## src/rtl/relu_stream_if.sv

```systemverilog
// relu_stream_if: result input bus plus the output valid/ready
// handshake of the activation stage.
interface relu_stream_if #(
  parameter int DATA_WIDTH   = 8,
  parameter int RESULT_WIDTH = 16,
  parameter int INDEX_WIDTH  = 8
);
  logic [RESULT_WIDTH:0]   input_result;
  logic [1:0]              mode;
  logic                    index_clear;
  logic                    input_ready;
  logic                    output_valid;
  logic                    output_ready;
  logic [DATA_WIDTH-1:0]   output_value;
  logic [INDEX_WIDTH-1:0]  output_index;
  logic                    output_last;
  logic                    overflow;
  logic                    clear_overflow;

  modport master (
    output input_result,
    output mode,
    output index_clear,
    output output_ready,
    output clear_overflow,
    input  input_ready,
    input  output_valid,
    input  output_value,
    input  output_index,
    input  output_last,
    input  overflow
  );

  modport slave (
    input  input_result,
    input  mode,
    input  index_clear,
    input  output_ready,
    input  clear_overflow,
    output input_ready,
    output output_valid,
    output output_value,
    output output_index,
    output output_last,
    output overflow
  );
endinterface

```

## src/rtl/relu_stream_stage.sv

```systemverilog
// relu_stream_stage: requantise, activate, saturate, index and
// buffer MAC results behind a valid/ready output FIFO.
module relu_stream_stage #(
  parameter int DATA_WIDTH   = 8,
  parameter int RESULT_WIDTH = 16,
  parameter int CELL_AMOUNT  = 4,
  parameter int INDEX_WIDTH  = 8,
  parameter int SHIFT        = 0,
  parameter int LEAK_SHIFT   = 3,
  parameter int FIFO_DEPTH   = 4
) (
  input  logic         clk,
  input  logic         rst_n,
  relu_stream_if.slave bus
);
  localparam int LP_AW = $clog2(FIFO_DEPTH);
  localparam int LP_CW = LP_AW + 1;
  localparam int LP_OW = LP_CW + 1;
  localparam int LP_W  =
    ((RESULT_WIDTH > DATA_WIDTH) ? RESULT_WIDTH : DATA_WIDTH) + 2;

  localparam logic [INDEX_WIDTH-1:0] LP_LAST =
    INDEX_WIDTH'(CELL_AMOUNT - 1);
  localparam logic signed [LP_W-1:0] LP_UMAX =
    LP_W'((64'sd1 <<< DATA_WIDTH) - 64'sd1);
  localparam logic signed [LP_W-1:0] LP_SMAX =
    LP_W'((64'sd1 <<< (DATA_WIDTH - 1)) - 64'sd1);
  localparam logic signed [LP_W-1:0] LP_SMIN =
    LP_W'(-(64'sd1 <<< (DATA_WIDTH - 1)));

  // input side
  logic                           w_in_valid;
  logic signed [RESULT_WIDTH-1:0] w_in_data;
  logic                           w_leaky;
  logic                           w_pass;
  logic [LP_OW-1:0]               w_occ;
  logic                           w_ready;
  logic                           w_accept;
  logic                           w_drop;
  logic [INDEX_WIDTH-1:0]         w_idx;
  logic signed [RESULT_WIDTH-1:0] w_shift;
  logic signed [RESULT_WIDTH-1:0] w_act;

  // stage 1: activated, not yet saturated
  logic                           r_s1_valid;
  logic                           r_s1_sgn;
  logic signed [RESULT_WIDTH-1:0] r_s1_val;
  logic [INDEX_WIDTH-1:0]         r_s1_idx;

  logic signed [LP_W-1:0]         w_ext;
  logic signed [LP_W-1:0]         w_clamp;
  logic                           w_unused;

  // stage 2: saturated, ready for the FIFO
  logic                           r_s2_valid;
  logic [DATA_WIDTH-1:0]          r_s2_val;
  logic [INDEX_WIDTH-1:0]         r_s2_idx;
  logic                           r_s2_last;

  // index counter and sticky drop flag
  logic [INDEX_WIDTH-1:0]         r_idx;
  logic                           r_ovf;

  // output FIFO
  logic [DATA_WIDTH-1:0]          r_mem_val  [FIFO_DEPTH];
  logic [INDEX_WIDTH-1:0]         r_mem_idx  [FIFO_DEPTH];
  logic                           r_mem_last [FIFO_DEPTH];
  logic [LP_AW-1:0]               r_wptr;
  logic [LP_AW-1:0]               r_rptr;
  logic [LP_CW-1:0]               r_count;
  logic                           w_out_valid;
  logic                           w_push;
  logic                           w_pop;

  assign w_in_valid = bus.input_result[RESULT_WIDTH];
  assign w_in_data  = bus.input_result[RESULT_WIDTH-1:0];
  assign w_leaky    = (bus.mode == 2'b01);
  assign w_pass     = (bus.mode == 2'b10);

  // Everything in flight counts, so a beat accepted now
  // always has a FIFO slot by the time it arrives.
  assign w_occ = {1'b0, r_count}
               + LP_OW'(r_s1_valid)
               + LP_OW'(r_s2_valid);
  assign w_ready  = rst_n && (w_occ < LP_OW'(FIFO_DEPTH));
  assign w_accept = w_in_valid && w_ready;
  assign w_drop   = w_in_valid && !w_ready;
  assign w_idx    = bus.index_clear ? '0 : r_idx;

  // requantise and apply the activation for the selected mode
  always_comb begin
    w_shift = w_in_data >>> SHIFT;
    w_act   = w_shift;
    unique case (1'b1)
      w_pass:  w_act = w_shift;
      w_leaky: begin
        if (w_shift[RESULT_WIDTH-1])
          w_act = w_shift >>> LEAK_SHIFT;
      end
      default: begin
        if (w_shift[RESULT_WIDTH-1])
          w_act = '0;
      end
    endcase
  end

  // stage 1 register: activated value, mode class, index
  always_ff @(posedge clk or negedge rst_n) begin
    if (!rst_n) begin
      r_s1_valid <= 1'b0;
      r_s1_sgn   <= 1'b0;
      r_s1_val   <= '0;
      r_s1_idx   <= '0;
    end else begin
      r_s1_valid <= w_accept;
      if (w_accept) begin
        r_s1_sgn <= w_leaky || w_pass;
        r_s1_val <= w_act;
        r_s1_idx <= w_idx;
      end
    end
  end

  assign w_ext = {{(LP_W-RESULT_WIDTH){r_s1_val[RESULT_WIDTH-1]}},
                  r_s1_val};

  // saturate: signed range for LEAKY/PASS, unsigned for RELU
  always_comb begin
    w_clamp = w_ext;
    unique case (1'b1)
      r_s1_sgn: begin
        if (w_ext > LP_SMAX)
          w_clamp = LP_SMAX;
        else if (w_ext < LP_SMIN)
          w_clamp = LP_SMIN;
      end
      default: begin
        if (w_ext > LP_UMAX)
          w_clamp = LP_UMAX;
        else if (w_ext[LP_W-1])
          w_clamp = '0;
      end
    endcase
  end

  assign w_unused = ^w_clamp[LP_W-1:DATA_WIDTH];

  // stage 2 register: final value with index and last flag
  always_ff @(posedge clk or negedge rst_n) begin
    if (!rst_n) begin
      r_s2_valid <= 1'b0;
      r_s2_val   <= '0;
      r_s2_idx   <= '0;
      r_s2_last  <= 1'b0;
    end else begin
      r_s2_valid <= r_s1_valid;
      if (r_s1_valid) begin
        r_s2_val  <= w_clamp[DATA_WIDTH-1:0];
        r_s2_idx  <= r_s1_idx;
        r_s2_last <= (r_s1_idx == LP_LAST);
      end
    end
  end

  // cell index: advances per accepted beat, wraps at the last cell
  always_ff @(posedge clk or negedge rst_n) begin
    if (!rst_n) begin
      r_idx <= '0;
    end else if (w_accept) begin
      if (w_idx == LP_LAST)
        r_idx <= '0;
      else
        r_idx <= w_idx + INDEX_WIDTH'(1);
    end else if (bus.index_clear) begin
      r_idx <= '0;
    end
  end

  // sticky drop flag; a drop outranks a clear on the same edge
  always_ff @(posedge clk or negedge rst_n) begin
    if (!rst_n)
      r_ovf <= 1'b0;
    else if (w_drop)
      r_ovf <= 1'b1;
    else if (bus.clear_overflow)
      r_ovf <= 1'b0;
  end

  assign w_out_valid = (r_count != '0);
  assign w_push      = r_s2_valid;
  assign w_pop       = w_out_valid && bus.output_ready;

  // FIFO storage; contents are only visible through a valid head
  always_ff @(posedge clk) begin
    if (w_push) begin
      r_mem_val[r_wptr]  <= r_s2_val;
      r_mem_idx[r_wptr]  <= r_s2_idx;
      r_mem_last[r_wptr] <= r_s2_last;
    end
  end

  // FIFO pointers and occupancy
  always_ff @(posedge clk or negedge rst_n) begin
    if (!rst_n) begin
      r_wptr  <= '0;
      r_rptr  <= '0;
      r_count <= '0;
    end else begin
      if (w_push)
        r_wptr <= r_wptr + LP_AW'(1);
      if (w_pop)
        r_rptr <= r_rptr + LP_AW'(1);
      if (w_push && !w_pop)
        r_count <= r_count + LP_CW'(1);
      else if (w_pop && !w_push)
        r_count <= r_count - LP_CW'(1);
    end
  end

  assign bus.input_ready  = w_ready;
  assign bus.overflow     = r_ovf;
  assign bus.output_valid = w_out_valid;
  assign bus.output_value =
    w_out_valid ? r_mem_val[r_rptr] : '0;
  assign bus.output_index =
    w_out_valid ? r_mem_idx[r_rptr] : '0;
  assign bus.output_last  =
    w_out_valid ? r_mem_last[r_rptr] : 1'b0;
endmodule

```

## src/flat_wrapper.sv

```systemverilog
// flat-port wrapper written by rule: the top's interface ports become plain ports
module relu_stream_stage_flat 
#(
  parameter int DATA_WIDTH   = 8,
  parameter int RESULT_WIDTH = 16,
  parameter int CELL_AMOUNT  = 4,
  parameter int INDEX_WIDTH  = 8,
  parameter int SHIFT        = 0,
  parameter int LEAK_SHIFT   = 3,
  parameter int FIFO_DEPTH   = 4
)
  (clk, rst_n, bus_input_result, bus_mode, bus_index_clear, bus_output_ready, bus_clear_overflow, bus_input_ready, bus_output_valid, bus_output_value, bus_output_index, bus_output_last, bus_overflow);
  relu_stream_if #(.DATA_WIDTH(DATA_WIDTH), .RESULT_WIDTH(RESULT_WIDTH), .INDEX_WIDTH(INDEX_WIDTH)) bus_i ();
  input  logic clk;
  input  logic rst_n;
  input wire logic [$bits(bus_i.input_result)-1:0] bus_input_result;
  input wire logic [$bits(bus_i.mode)-1:0] bus_mode;
  input wire logic [$bits(bus_i.index_clear)-1:0] bus_index_clear;
  input wire logic [$bits(bus_i.output_ready)-1:0] bus_output_ready;
  input wire logic [$bits(bus_i.clear_overflow)-1:0] bus_clear_overflow;
  output wire logic [$bits(bus_i.input_ready)-1:0] bus_input_ready;
  output wire logic [$bits(bus_i.output_valid)-1:0] bus_output_valid;
  output wire logic [$bits(bus_i.output_value)-1:0] bus_output_value;
  output wire logic [$bits(bus_i.output_index)-1:0] bus_output_index;
  output wire logic [$bits(bus_i.output_last)-1:0] bus_output_last;
  output wire logic [$bits(bus_i.overflow)-1:0] bus_overflow;
  assign bus_i.input_result = bus_input_result;
  assign bus_i.mode = bus_mode;
  assign bus_i.index_clear = bus_index_clear;
  assign bus_i.output_ready = bus_output_ready;
  assign bus_i.clear_overflow = bus_clear_overflow;
  assign bus_input_ready = bus_i.input_ready;
  assign bus_output_valid = bus_i.output_valid;
  assign bus_output_value = bus_i.output_value;
  assign bus_output_index = bus_i.output_index;
  assign bus_output_last = bus_i.output_last;
  assign bus_overflow = bus_i.overflow;
  relu_stream_stage #(.DATA_WIDTH(DATA_WIDTH), .RESULT_WIDTH(RESULT_WIDTH), .CELL_AMOUNT(CELL_AMOUNT), .INDEX_WIDTH(INDEX_WIDTH), .SHIFT(SHIFT), .LEAK_SHIFT(LEAK_SHIFT), .FIFO_DEPTH(FIFO_DEPTH)) u_core (.clk(clk), .rst_n(rst_n), .bus(bus_i));
endmodule
```

## config.mk

```make
export PLATFORM = sky130hd
export DESIGN_NAME = relu_stream_stage_flat
export DESIGN_NICKNAME = d
export VERILOG_FILES = /design/src/rtl/relu_stream_if.sv /design/src/rtl/relu_stream_stage.sv /design/src/flat_wrapper.sv
export SDC_FILE = /design/constraint.sdc
export NUM_CORES = 1
export LEC_CHECK = 0
export CORE_UTILIZATION = 55
export CTS_CLUSTER_SIZE = 12
export DETAILED_ROUTE_END_ITERATION = 8
export PLACE_DENSITY = 0.82
export SLEW_MARGIN = 0
export SYNTH_ARGS = -nofsm -noshare
export SYNTH_HDL_FRONTEND = slang
export SYNTH_SLANG_ARGS = --single-unit
```

## constraint.sdc

```tcl
create_clock -name clk -period 5.75 [get_ports clk]
set_input_delay 1.15 -clock clk [delete_from_list [all_inputs] [get_ports clk]]
set_output_delay 1.15 -clock clk [all_outputs]
set_load 0.02 [all_outputs]
```

# Word level (Yosys, flattened, before mapping)
# Memory sizes are Yosys's and may differ from the RTL's.
# Cells that the tools add are included.
# Widths: inputs -> output; s select.
# word_totals
wordCells,64
regBits,60
in_bits,24
n_memories,3
output_inout_bits,20
ramBits,68
# classes
magnitude_cmp,4
n_reduce_logical,13
add_sub_neg,7
n_eq_ne,4
mux,20
# memory_table
name,words,width,read_ports,rd_clocked_by_memory_dff,write_ports,line,source
u_core.r_mem_idx,4,8,1,0,1,relu_stream_stage.sv:66,logic [INDEX_WIDTH-1:0] r_mem_idx [FIFO_DEPTH];
u_core.r_mem_val,4,8,1,0,1,relu_stream_stage.sv:65,logic [DATA_WIDTH-1:0] r_mem_val [FIFO_DEPTH];
u_core.r_mem_last,4,1,1,0,1,relu_stream_stage.sv:67,logic r_mem_last [FIFO_DEPTH];
# op_table
operator,n
$mux 8,10
$pmux 16 s2,1
$eq 8x2->1 const B,2
$gt 16x8->1 const B,1
$gt 16x9->1 const B,1
$lt 16x8->1 const B,1
$mux 16,1
$mux 15,1
$add 8x1->8 const B,1
$logic_and 1x1->1,6
$mux 3,2
$mux 1,5
$add 2x1->2 const B,2
$add 3x1->4,1
$add 4x1->4,1
$lt 4x3->1 const B,1
$reduce_bool 2->1,2
$add 3x1->3 const B,1
$logic_not 1->1,3
$reduce_bool 3->1,1
$sub 3x1->3 const B,1
$eq 2x1->1 const B,1
$eq 2x2->1 const B,1
$logic_or 1x1->1,1

# Depth between registers and ports, before layout
# Gate-level depths: netlist of the first run.
# logic_depth
ltp_word,7
ltp_mapped,9
depth_no_buf,8

# Least setup slack after synthesis of the first run
# Ideal clock, no wire load.
# synth_timing
path_type,register -> output
startpoint,register u_core.r_rptr[0]
endpoint,output port bus_output_index[6]
required_ns,4.600
path_stages_with_launch,5
slack_ns,2.970
path_buffers,2
arrival_ns,1.630
cell_sequence,dfrtp_1 -> buf_2 -> buf_2 -> mux4_2 -> and2_1
# synth_between
elab_chain_cells,2
# synth_rtl
element,line,source
"start, declared",relu_stream_stage.sv:69,logic [LP_AW-1:0] r_rptr;
"start signal, assigned",relu_stream_stage.sv:212,r_rptr <= r_rptr + LP_AW'(1);
$mem_v2 4x8,--,
$mux 8,relu_stream_stage.sv:226,w_out_valid ? r_mem_idx[r_rptr] : '0;
"end, declared",flat_wrapper.sv:24,output wire logic [$bits(bus_i.output_index)-1:0] bus_output_index;
# No other way between the ends.

# Worst setup path in the final report of the first run
# layout_timing
startpoint,register u_core.r_rptr[0]
endpoint,output port bus_output_value[2]
# layout_between
elab_chain_cells,2
# layout_rtl
element,line,source
$mem_v2 4x8,--,
$mux 8,relu_stream_stage.sv:224,w_out_valid ? r_mem_val[r_rptr] : '0;
"end, declared",flat_wrapper.sv:23,output wire logic [$bits(bus_i.output_value)-1:0] bus_output_value;
# No other way between the ends.

==> key figures, run 1 <==
Timing
  • Fmax: between 200 and 250 MHz
  • Worst Clk Skew: 0.00685 ns
  • Final min period: 4.08 ns
  • Slew Viols, Final: 0
  • Worst Max-Slew Pin Slew: 1.12 ns
  • Relative slew slack: 25.6%
  • Setup violations, final: 0
  • Tcrit/Tclk final: 70.9%
  • Final TNS setup: 0 ns
  • Fin. Hold Viols: 0
  • RSZ-0062 raised after global routing: false

Clocking
  • Clk root buf: clkbuf_8
  • Num CTS Buffers: 17
  • Skew-Pair Late Insertion Delay: 0.52 ns
  • Post-cts resize count: 0
  • CTS tree: done
  • Post-CTS Setup Bufs: 0
  • Clock buffer depth: 2
  • # hold bufs at CTS: 0
  • Htree depth: 4
  • Clk slew on worst S/H paths: 0.06 ns
  • Clock Sinks: 128

Route
  • Drt first pass iters: 5
  • Drt first-iter violations: 206
  • Average wire per cell in the routed design: 17.1 µm
  • Post-route ant nets: 0
  • Final wirelength: 9800 µm
  • Residual DRC: 0
  • Via count: 3183
  • Vias per inst: between 5 and 6

Setup path
  • Critical Path AT: 2.93 ns
  • Reg2reg path depth: 8
  • Worst-path fanout max: 19
  • Critical path startpoint: u_core.r_rptr[0]
  • Worst path cell trace: mux4_2 > and2_1 > clkdlybuf4s50_1
  • Critical-path top delay cell: dfrtp_1
  • CP startpoint kind: flop
  • Slowest stage delay, CP: 1.08 ns
  • CP required: 4.60 ns
  • Endpoint class of the critical path: primary output
  • Worst r2r src: u_core.r_count[0]
  • Critical path type: reg2out

Floorplanning
  • Initial Utilization: a little under three fifths
  • Die width: 101 µm
  • Core area: 0.00933 mm²
  • Die height: roughly 100 µm
  • Die footprint: 0.0101 mm²
  • Ports: between 40 and 50
  • Number of core rows: 35

Final layout
  • ANT cells: 0
  • Post-route insts no fill: 573
  • Ratio of cells with drive above 1 in the final layout: 14.0%
  • Most frequent cells in the layout: edfxtp_1 (68), dfrtp_1 (60), o21ai_0 (42), clkdlybuf4s50_1 (42), nand2_1 (34)
  • Most common cell after layout, fill and taps aside: edfxtp_1
  • Final nets: 466
  • Area Overhead vs Synth: 22.1%
  • Fin util: between 60% and 70%

Pwr
  • Leak: approximately 2.5 nW
  • Pwr Density: 514 mW/mm²
  • Peak supply drop: 0.236 mV

Yosys
  • Syn. warnings: 0
  • EDFF count, synth: between 60 and 70
  • Cells after synthesis: 386
  • Synth Flop Type: edfxtp_1
  • Sequential area share after synthesis: 66.3%
  • Post-synthesis register bit count: 128
  • Average size of a mapped cell: 13.9 µm²
  • Net Count, Synth: 420
  • Mapped cell area: 0.00535 mm²
  • Netlist cell types: 38
  • Post-synth ARST share: 46.9%

Placement
  • Dpl hpwl: 5940 µm
  • Final RePlAce weighted congestion: 0.795
  • Dpl cells: 542
  • I/O Buffers: 43

Worst hold path
  • Hold_sp: u_core.r_s1_val[4]
  • Hold WC Path Type: reg2reg
  • Hold path cells: 2

Run status
  • Status: finished, final reports clean

Global route
  • Antenna violations before repair: 0
  • GRT Residual Overflow: 0
  • Number of global-route vias before repair: about 3200
  • All-Layer GR Usage: a little over a fifth
  • First-pass GRT wire length: 16000 µm
  • Largest net degree at the start of global routing: 61

Flow run
  • Max Cap Viol: 0
## synth_stat cells, drive strengths merged, types with 2 or more instances
library cell	n	share of area [%]
nor3	3	0.28
nor2b	3	0.35
a22oi	12	1.7
and2	22	2.6
nand2	34	2.4
xnor2	4	0.66
nand4	3	0.35
nand3	5	0.47
a21oi	13	1.2
ha	9	2.1
mux2	11	2.3
nand2b	7	0.82
dfrtp	60	28
edfxtp	68	38
buf	5	0.44
nor4	4	0.47
inv	13	0.91
a31oi	2	0.23
mux4	17	7.2
o21ai	42	3.9
nor4b	2	0.33
xor2	3	0.49
a21o	2	0.28
or3	3	0.35
o22ai	2	0.23
nor2	14	0.98
clkbuf	13	0.91
## worst max-delay path: cells and delay by family, from the launching register on
| family | cells | cell delay [ns] |
|---|---|---|
| simple gates | 1 | 0.18 |
| buf+inv | 1 | 0.54 |
| flops | 1 | 1.08 |
| mux | 1 | 0.61 |
## layer usage
layer | global-route usage, % | wire [µm] | vias up
li1 | - | - | 1515
met1 | 27.9 | 4310 | 1560
met2 | 35.9 | 4940 | 94
met3 | 5.89 | 438 | 14
met4 | 7.02 | 115 | 0
met5 | 0 | 0 | -
## cells by family (layout without fill, tap and decap cells)
kind of cell / Yosys count / count (layout) / synth area share (%)
flops: 128 / 128 / 66.3
simple gates: 103 / 103 / 9.83
compound gates: 78 / 78 / 8.33
buf+inv: 31 / 89 / 2.27
mux: 29 / 29 / 9.67
fa+ha+maj: 10 / 10 / 2.48
xor+xnor: 7 / 7 / 1.15
## final timing paths
path                       slack (ns)                  end
setup / recovery                 1.67  bus_output_value[2]
max in group asynchronous        4.43      u_core.r_idx[3]
hold / removal                   0.47   u_core.r_s1_val[4]
hold reg to reg                  0.47   u_core.r_s1_val[4]
setup reg to reg                 3.07    u_core.r_count[2]
min in group asynchronous        0.83   u_core.r_s1_val[0]
## sequential cells by signal, summed over array words and instances (netlist names)
| name | count |
|---|---|
| u_core.r_mem_val | 32 |
| u_core.r_s2_last | 1 |
| u_core.r_s2_val | 8 |
| u_core.r_s2_idx | 8 |
| u_core.bus.overflow | 1 |
| u_core.r_s1_val | 16 |
| u_core.r_mem_last | 4 |
| u_core.r_wptr | 2 |
| u_core.r_mem_idx | 32 |
| u_core.r_s1_sgn | 1 |
| u_core.r_count | 3 |
| u_core.r_s2_valid | 1 |
| u_core.r_s1_idx | 8 |
| u_core.r_s1_valid | 1 |
| u_core.r_idx | 8 |
| u_core.r_rptr | 2 |
## metrics by stage
step	cell area (µm²)	setup slack, ns	total power [mW]	hold slack, ns
6_report	6530	1.67	3.35	0.471
5_1_grt	6530	1.46	3.52	0.499
4_1_cts	6530	1.59	3.38	0.479
3_5_place_dp	5880	2.16	2.18	0.466
3_3_place_gp	5880	2.15	2.15	0.460
2_1_floorplan	5350	2.97	1.86	0.424
## cell type report
type	count	area, µm²
fillers	633	2800
inverters	13	48.8
clock inverters	14	239
multi-input cells	227	1680
repair buffers	45	440
well taps	129	161
clock buffers	17	414
flip-flops and latches	128	3540
## where the power goes
| part | internal, mW | switching (mW) |
|---|---|---|
| sequential | 1.17 | 0.198 |
| combinational | 0.429 | 0.386 |
| clock | 0.789 | 0.386 |
| total | 2.38 | 0.970 |
(Power assumes the default switching activity.)
==> inputs of run 2 (changes only) <==
--- a/config.mk
+++ b/config.mk
@@ -5,10 +5,10 @@
 export SDC_FILE = /design/constraint.sdc
 export NUM_CORES = 1
 export LEC_CHECK = 0
-export CORE_UTILIZATION = 55
+export CORE_UTILIZATION = 52
 export CTS_CLUSTER_SIZE = 12
 export DETAILED_ROUTE_END_ITERATION = 8
-export PLACE_DENSITY = 0.82
+export PLACE_DENSITY = 0.81
 export SLEW_MARGIN = 0
 export SYNTH_ARGS = -nofsm -noshare
 export SYNTH_HDL_FRONTEND = slang
==> constraint.sdc (replaced) <==
create_clock -name clk -period 3.4 [get_ports clk]
set_input_delay 0.68 -clock clk [delete_from_list [all_inputs] [get_ports clk]]
set_output_delay 0.68 -clock clk [all_outputs]
set_load 0.02 [all_outputs]
==> run 2 against run 1 <==
- setup slack lost 1.5 ns
- critical path type unchanged
- clock skew is 0.012 ns higher
- wire length is 4.6% lower
- critical endpoint unchanged
- cell count grew 1.6%
- register-to-register slack got worse by 2.2 ns
==> key figures, run 2 (synthesis results as in run 1) <==
Timing
  • Setup violations, final: 0 (unchanged)
  • Fmax: 313 MHz
  • Fin. Hold Viols: 0 (unchanged)
  • Relative slew slack: 38.4% (+13 points)
  • Worst Clk Skew: 0.0187 ns (+0.0118 ns)
  • Final TNS setup: 0 ns (unchanged)
  • RSZ-0062 raised after global routing: false
  • Final setup margin: 0.200 ns (-1.47 ns)
  • Final min period: 3.20 ns
  • Slew Viols, Final: 0 (unchanged)
  • Tcrit/Tclk final: between 90% and 100%
  • Worst Max-Slew Pin Slew: 0.924 ns (-0.192 ns)

Route
  • Drt first pass iters: 5 (unchanged)
  • Via count: 3216 (+1.0%)
  • Residual DRC: 0 (unchanged)
  • Post-route ant nets: 0 (unchanged)
  • Drt first-iter violations: 149 (-28%)
  • Final wirelength: 9360 µm (-4.6%)
  • Vias per inst: 5.53 (-0.53%)
  • Average wire per cell in the routed design: 16.1 µm (-6.0%)

Floorplanning
  • Die width: 103 µm (+2.8%)
  • Die footprint: 0.0107 mm² (+5.6%)
  • Ports: 44 (unchanged)
  • Number of core rows: 36 (+2.9%)
  • Die height: 103 µm (+2.8%)
  • Core area: 0.00986 mm² (+5.8%)
  • Initial Utilization: 54.2% (-3.1 points)

Global route
  • GRT Residual Overflow: 0 (unchanged)
  • Number of global-route vias before repair: 3148 (-3.0%)
  • Largest net degree at the start of global routing: 61 (unchanged)
  • First-pass GRT wire length: 15300 µm (-4.9%)
  • Antenna violations before repair: 0 (unchanged)
  • All-Layer GR Usage: 19.8% (-1.9 points)

Setup path
  • Worst r2r src: u_core.r_count[0]
  • Critical path type: reg2out
  • CP startpoint kind: flop
  • Worst flop-to-flop path endpoint: u_core.r_count[2]
  • CP required: 2.72 ns (-1.88 ns)
  • Critical Path AT: 2.52 ns (-0.41 ns)
  • Crit path capture: bus_output_value[2]
  • Endpoint class of the critical path: primary output
  • Reg2reg setup slack: 0.89 ns (-2.18 ns)
  • Critical path startpoint: u_core.r_rptr[0]
  • Worst-path fanout max: 14 (-5)
  • Reg2reg path depth: 8 (unchanged)

Clocking
  • Clk slew on worst S/H paths: 0.06 ns (about the same)
  • Skew-Pair Late Insertion Delay: 0.52 ns (about the same)
  • Post-cts resize count: 0 (unchanged)
  • # hold bufs at CTS: 0 (unchanged)
  • CTS tree: done
  • Num CTS Buffers: 17 (unchanged)
  • Clock buffer depth: 2 (unchanged)
  • Clock Sinks: 128 (unchanged)
  • Htree depth: 4 (unchanged)
  • Post-CTS Setup Bufs: 0 (unchanged)
  • Clk root buf: clkbuf_8

Final layout
  • Top flop regs: u_core.r_mem_idx (32), u_core.r_mem_val (32), u_core.r_s1_val (16)
  • Final nets: 470 (+0.86%)
  • Area Overhead vs Synth: 22.0% (about the same)
  • Most frequent cells in the layout: edfxtp_1 (68), dfrtp_1 (60), o21ai_0 (42), clkdlybuf4s50_1 (42), nand2_1 (34)
  • Post-route insts no fill: 582 (+1.6%)
  • Most common cell after layout, fill and taps aside: edfxtp_1
  • # fillers: 677 (+7.0%)
  • ANT cells: 0 (unchanged)
  • Ratio of cells with drive above 1 in the final layout: 14.7% (+0.74 points)
  • Fin util: 66.1% (-3.9 points)

Flow run
  • Max Cap Viol: 0 (unchanged)

Pwr
  • Pwr Density: 845 mW/mm² (+65%)
  • Final Power: 5.51 mW (+64%)
  • Leak: 2.52 nW (+0.40%)
  • Peak supply drop: 0.353 mV (+50%)

Placement
  • I/O Buffers: 43 (unchanged)
  • Final RePlAce weighted congestion: 0.825 (+3.8%)
  • Dpl hpwl: 6060 µm (+2.1%)
  • Pre-CTS setup slack: 0.631 ns (-1.53 ns)
  • Dpl cells: 550 (+1.5%)

Run status
  • Status: finished, final reports clean

Worst hold path
  • Hold WC Path Type: in2async
run 2: cell type report:
class	count	area (µm²)	share of cell area [%]
Clock buffer	18	418	6.41
Timing Repair Buffer	49	483	7.40
Tap cell	133	166	2.55
Sequential cell	128	3540	54.3
Multi-Input combinational cell	227	1680	25.8
Inverter	13	48.8	0.748
Clock inverter	14	181	2.78
run 2: critical path, cell delays in order, from the launching register on:
cell and delay (ns):
dfrtp_1 0.55, buf_12 0.22, mux4_2 0.52, and2_1 0.17
clkdlybuf4s50_1 0.53
run 2: metrics by stage:
step                      cell area, µm²  hold WS (ns)
after detailed placement            5920         0.469
after global routing                6520         0.427
after floorplan                     5350         0.384
final                               6520         0.374
after CTS                           6520         0.387
after global placement              5920         0.463
run 2: worst min path at each step:
stage	depth (start not counted)	to	slack, ns
detailed placement	2	u_core.r_s1_val[5]	0.47
floorplan	0	u_core.bus.overflow	0.38
CTS	2	u_core.r_s1_val[2]	0.39
finish	2	u_core.r_s1_val[8]	0.37
global placement	2	u_core.r_s1_val[6]	0.46
global route	2	u_core.r_s1_val[8]	0.43
run 2: routing by layer:
metal	up-vias	wire length, µm	global-route usage, %
met4	0	107	8.13
met1	1605	4300	24.7
li1	1530	-	-
met2	73	4690	32.4
met3	8	267	6.05
met5	-	0	0
run 2: report_power, final:
group	leakage, nW	internal [mW]	switching (mW)
combinational	0.828	0.761	0.698
sequential	1.39	1.97	0.286
clock	0.296	1.13	0.665
total	2.52	3.87	1.65
==> inputs of run 3 (changes only) <==
--- a/config.mk
+++ b/config.mk
@@ -5,6 +5,7 @@
 export SDC_FILE = /design/constraint.sdc
 export NUM_CORES = 1
 export LEC_CHECK = 0
+export ABC_AREA = 1
 export CORE_UTILIZATION = 52
 export CTS_CLUSTER_SIZE = 12
 export DETAILED_ROUTE_END_ITERATION = 8
==> run 3 against run 2 <==
- global-route usage is 2.0 points higher
- register-to-register slack better by 0.24 ns
- worst hold slack worse by 0.037 ns
- synthesized area is 6.1% higher
- first-iteration DRC count is 49% higher
- setup slack better by 0.060 ns
- wire length is 20% higher
- via count is 27% higher
- highest routed layer unchanged
==> key figures, run 3 <==
Run status
  • Status: finished, final reports clean

Floorplanning
  • Die footprint: 0.0113 mm² (+6.0%)
  • Die width: 106 µm (+2.9%)
  • Initial Utilization: 54.2% (about the same)
  • Number of core rows: 37 (+2.8%)
  • Ports: 44 (unchanged)
  • Die height: 106 µm (+2.9%)
  • Core area: 0.0105 mm² (+6.1%)

Pwr
  • Pwr Density: 895 mW/mm² (+5.9%)
  • Leak: 2.80 nW (+12%)
  • Peak supply drop: 0.469 mV (+33%)
  • Final Power: 6.09 mW (+11%)

Yosys
  • Synth Flop Type: edfxtp_1
  • Count leader, synth: nand2_1
  • Syn. warnings: 0 (unchanged)
  • Net Count, Synth: 602 (+43%)
  • EDFF count, synth: 68 (unchanged)
  • Mapped cell area: 0.00567 mm² (+6.1%)
  • Average size of a mapped cell: 9.99 µm² (-28%)
  • Post-synth ARST share: 46.9% (unchanged)
  • Top post-synthesis cells by count: nand2_1 (108), nor2_1 (93), edfxtp_1 (68)
  • Sequential area share after synthesis: 62.5% (-3.8 points)
  • Cells after synthesis: 568 (+47%)
  • Synth area leaders: edfxtp_1 (36%), dfrtp_1 (26%), nand2_1 (7.1%), nor2_1 (6.2%), o21ai_0 (5.1%)
  • Post-synthesis register bit count: 128 (unchanged)
  • Share of the synthesized area in the top cell type: 36.0% (-2.2 points)
  • Netlist cell types: 32 (-16%)
  • Area leader, netlist: edfxtp_1

Timing
  • RSZ-0062 raised after global routing: false
  • Slew Viols, Final: 0 (unchanged)
  • Tcrit/Tclk final: 92.3% (-1.8 points)
  • Worst Max-Slew Pin Slew: 0.753 ns (-0.170 ns)
  • Fin. Hold Viols: 0 (unchanged)
  • Final TNS setup: 0 ns (unchanged)
  • Hold slack: 0.337 ns (-0.0371 ns)
  • Fmax: 319 MHz (+1.9%)
  • Setup violations, final: 0 (unchanged)
  • Final min period: 3.14 ns (-0.0602 ns)
  • Worst Clk Skew: 0.00742 ns (-0.0113 ns)
  • Final setup margin: 0.261 ns (+0.0602 ns)
  • Relative slew slack: 49.7% (+11 points)

Final layout
  • Post-route insts no fill: 763 (+31%)
  • Most frequent cells in the layout: nand2_1 (108), nor2_1 (93), edfxtp_1 (68)
  • Register Area: 0.00354 mm² (about the same)
  • Fin area: 0.00681 mm² (+4.4%)
  • # fillers: 779 (+15%)
  • Most common cell after layout, fill and taps aside: nand2_1
  • Final nets: 648 (+38%)
  • Top flop regs: u_core.r_mem_idx (32), u_core.r_mem_val (32), u_core.r_s1_val (16)
  • Ratio of cells with drive above 1 in the final layout: 8.93% (-5.8 points)
  • Fin util: 65.1% (-1.0 points)
  • ANT cells: 0 (unchanged)
  • Area Overhead vs Synth: 20.1%
  • Multi-input gate area: 0.00183 mm² (+8.6%)

Setup path
  • Reg2reg setup slack: 1.13 ns (+0.24 ns)
  • Slowest stage delay, CP: 0.62 ns (+0.07 ns)
  • Critical Path AT: 2.46 ns (-0.06 ns)
  • Most Frequent Cell on Critical Path: nor2_1
  • Crit-path leading delay family: buffers and inverters
  • Worst r2r src: u_core.r_count[0]
  • Critical-path top delay cell: clkdlybuf4s50_1
  • Critical path type: reg2out
  • Worst path cell trace: buf_4 > nor2_1 > nor2_1 > o21ai_0 > a21oi_1 > clkdlybuf4s50_1
  • Endpoint class of the critical path: primary output
  • Worst-path fanout max: 19 (+5)
  • Critical path startpoint: u_core.r_rptr[0]
  • CP startpoint kind: flop
  • CP required: 2.72 ns (about the same)
  • Buf/Inv on CP: 2 (unchanged)

Route
  • DRT met1 WL: 4700 µm (+9.5%)
  • Post-route ant nets: 0 (unchanged)
  • Residual DRC: 0 (unchanged)
  • Vias per inst: 5.35 (-3.1%)
  • Average wire per cell in the routed design: 14.7 µm (-8.3%)
  • Via count: 4085 (+27%)
  • Drt first pass iters: 5 (unchanged)
  • DR WL met2: 5690 µm (+21%)
  • Drt first-iter violations: 222 (+49%)
  • Metal3 WL: 678 µm (+150%)
  • Top Metal Used: met4
  • Final wirelength: 11200 µm (+20%)

Clocking
  • # hold bufs at CTS: 0 (unchanged)
  • Num CTS Buffers: 17 (unchanged)
  • Htree depth: 4 (unchanged)
  • Clk slew on worst S/H paths: 0.06 ns (about the same)
  • CTS tree: done
  • Skew-Pair Late Insertion Delay: 0.52 ns (about the same)
  • Clock buffer depth: 2 (unchanged)
  • Clk root buf: clkbuf_8
  • Clock Sinks: 128 (unchanged)

Flow run
  • Max Cap Viol: 0 (unchanged)

Placement
  • Placed Area: 0.00619 mm² (+4.5%)
  • I/O Buffers: 43 (unchanged)
  • Dpl cells: 731 (+33%)
  • Pre-CTS setup slack: 0.630 ns (-0.00129 ns)
  • Final RePlAce weighted congestion: 0.801 (-2.9%)
  • Dpl hpwl: 7270 µm (+20%)

Global route
  • All-Layer GR Usage: 21.8% (+2.0 points)
  • Largest net degree at the start of global routing: 61 (unchanged)
  • GRT Residual Overflow: 0 (unchanged)
  • Number of global-route vias before repair: 3962 (+26%)
  • First-pass GRT wire length: 18900 µm (+23%)
  • Antenna violations before repair: 0 (unchanged)

Worst hold path
  • Hold WC Path Type: in2async
[run 3: timing repair]
item / CTS / global route
buffers inserted: 0 / 0
setup endpoints to repair: 0 / 16
resized for setup: 0 / 3
[run 3: cells by family after synthesis]
family | synth area share [%]
buffers and inverters | 5.32
AOI/OAI and AO/OA | 11.7
adders and majority gates | 2.34
xor gates and xnor gates | 1.24
and+or+nand+nor | 16.8
DFF | 62.5
muxes | 0.199
[run 3: area by class of cell]
cell class / count / area share, %
clock buffers: 17 / 6.08
well taps: 136 / 2.50
flip-flops and latches: 128 / 52.0
clock inverters: 15 / 2.96
inverters: 44 / 2.46
repair buffers: 51 / 7.13
multi-input cells: 372 / 26.8
[run 3: final timing paths]
| check | end | cells after the start |
|---|---|---|
| setup reg to reg | u_core.r_count[1] | 8 |
| setup / recovery | bus_output_value[7] | 6 |
| hold reg to reg | u_core.r_s1_idx[0] | 2 |
| hold / removal | u_core.r_idx[6] | 2 |
| min in group clk | u_core.r_s1_idx[0] | 2 |
| max in group asynchronous | u_core.r_rptr[0] | 2 |
[run 3: power by group]
part           leakage [nW]  switching, mW  internal (mW)
combinational          1.10           1.17          0.789
clock                 0.299          0.706           1.14
sequential             1.40          0.295           1.99
total                  2.80           2.17           3.92
[run 3: metal layers]
layer	up-vias	global-route usage (%)
li1	1999	-
met1	1919	26.9
met2	150	37.1
met3	17	5.15
met4	0	8.41
met5	-	0
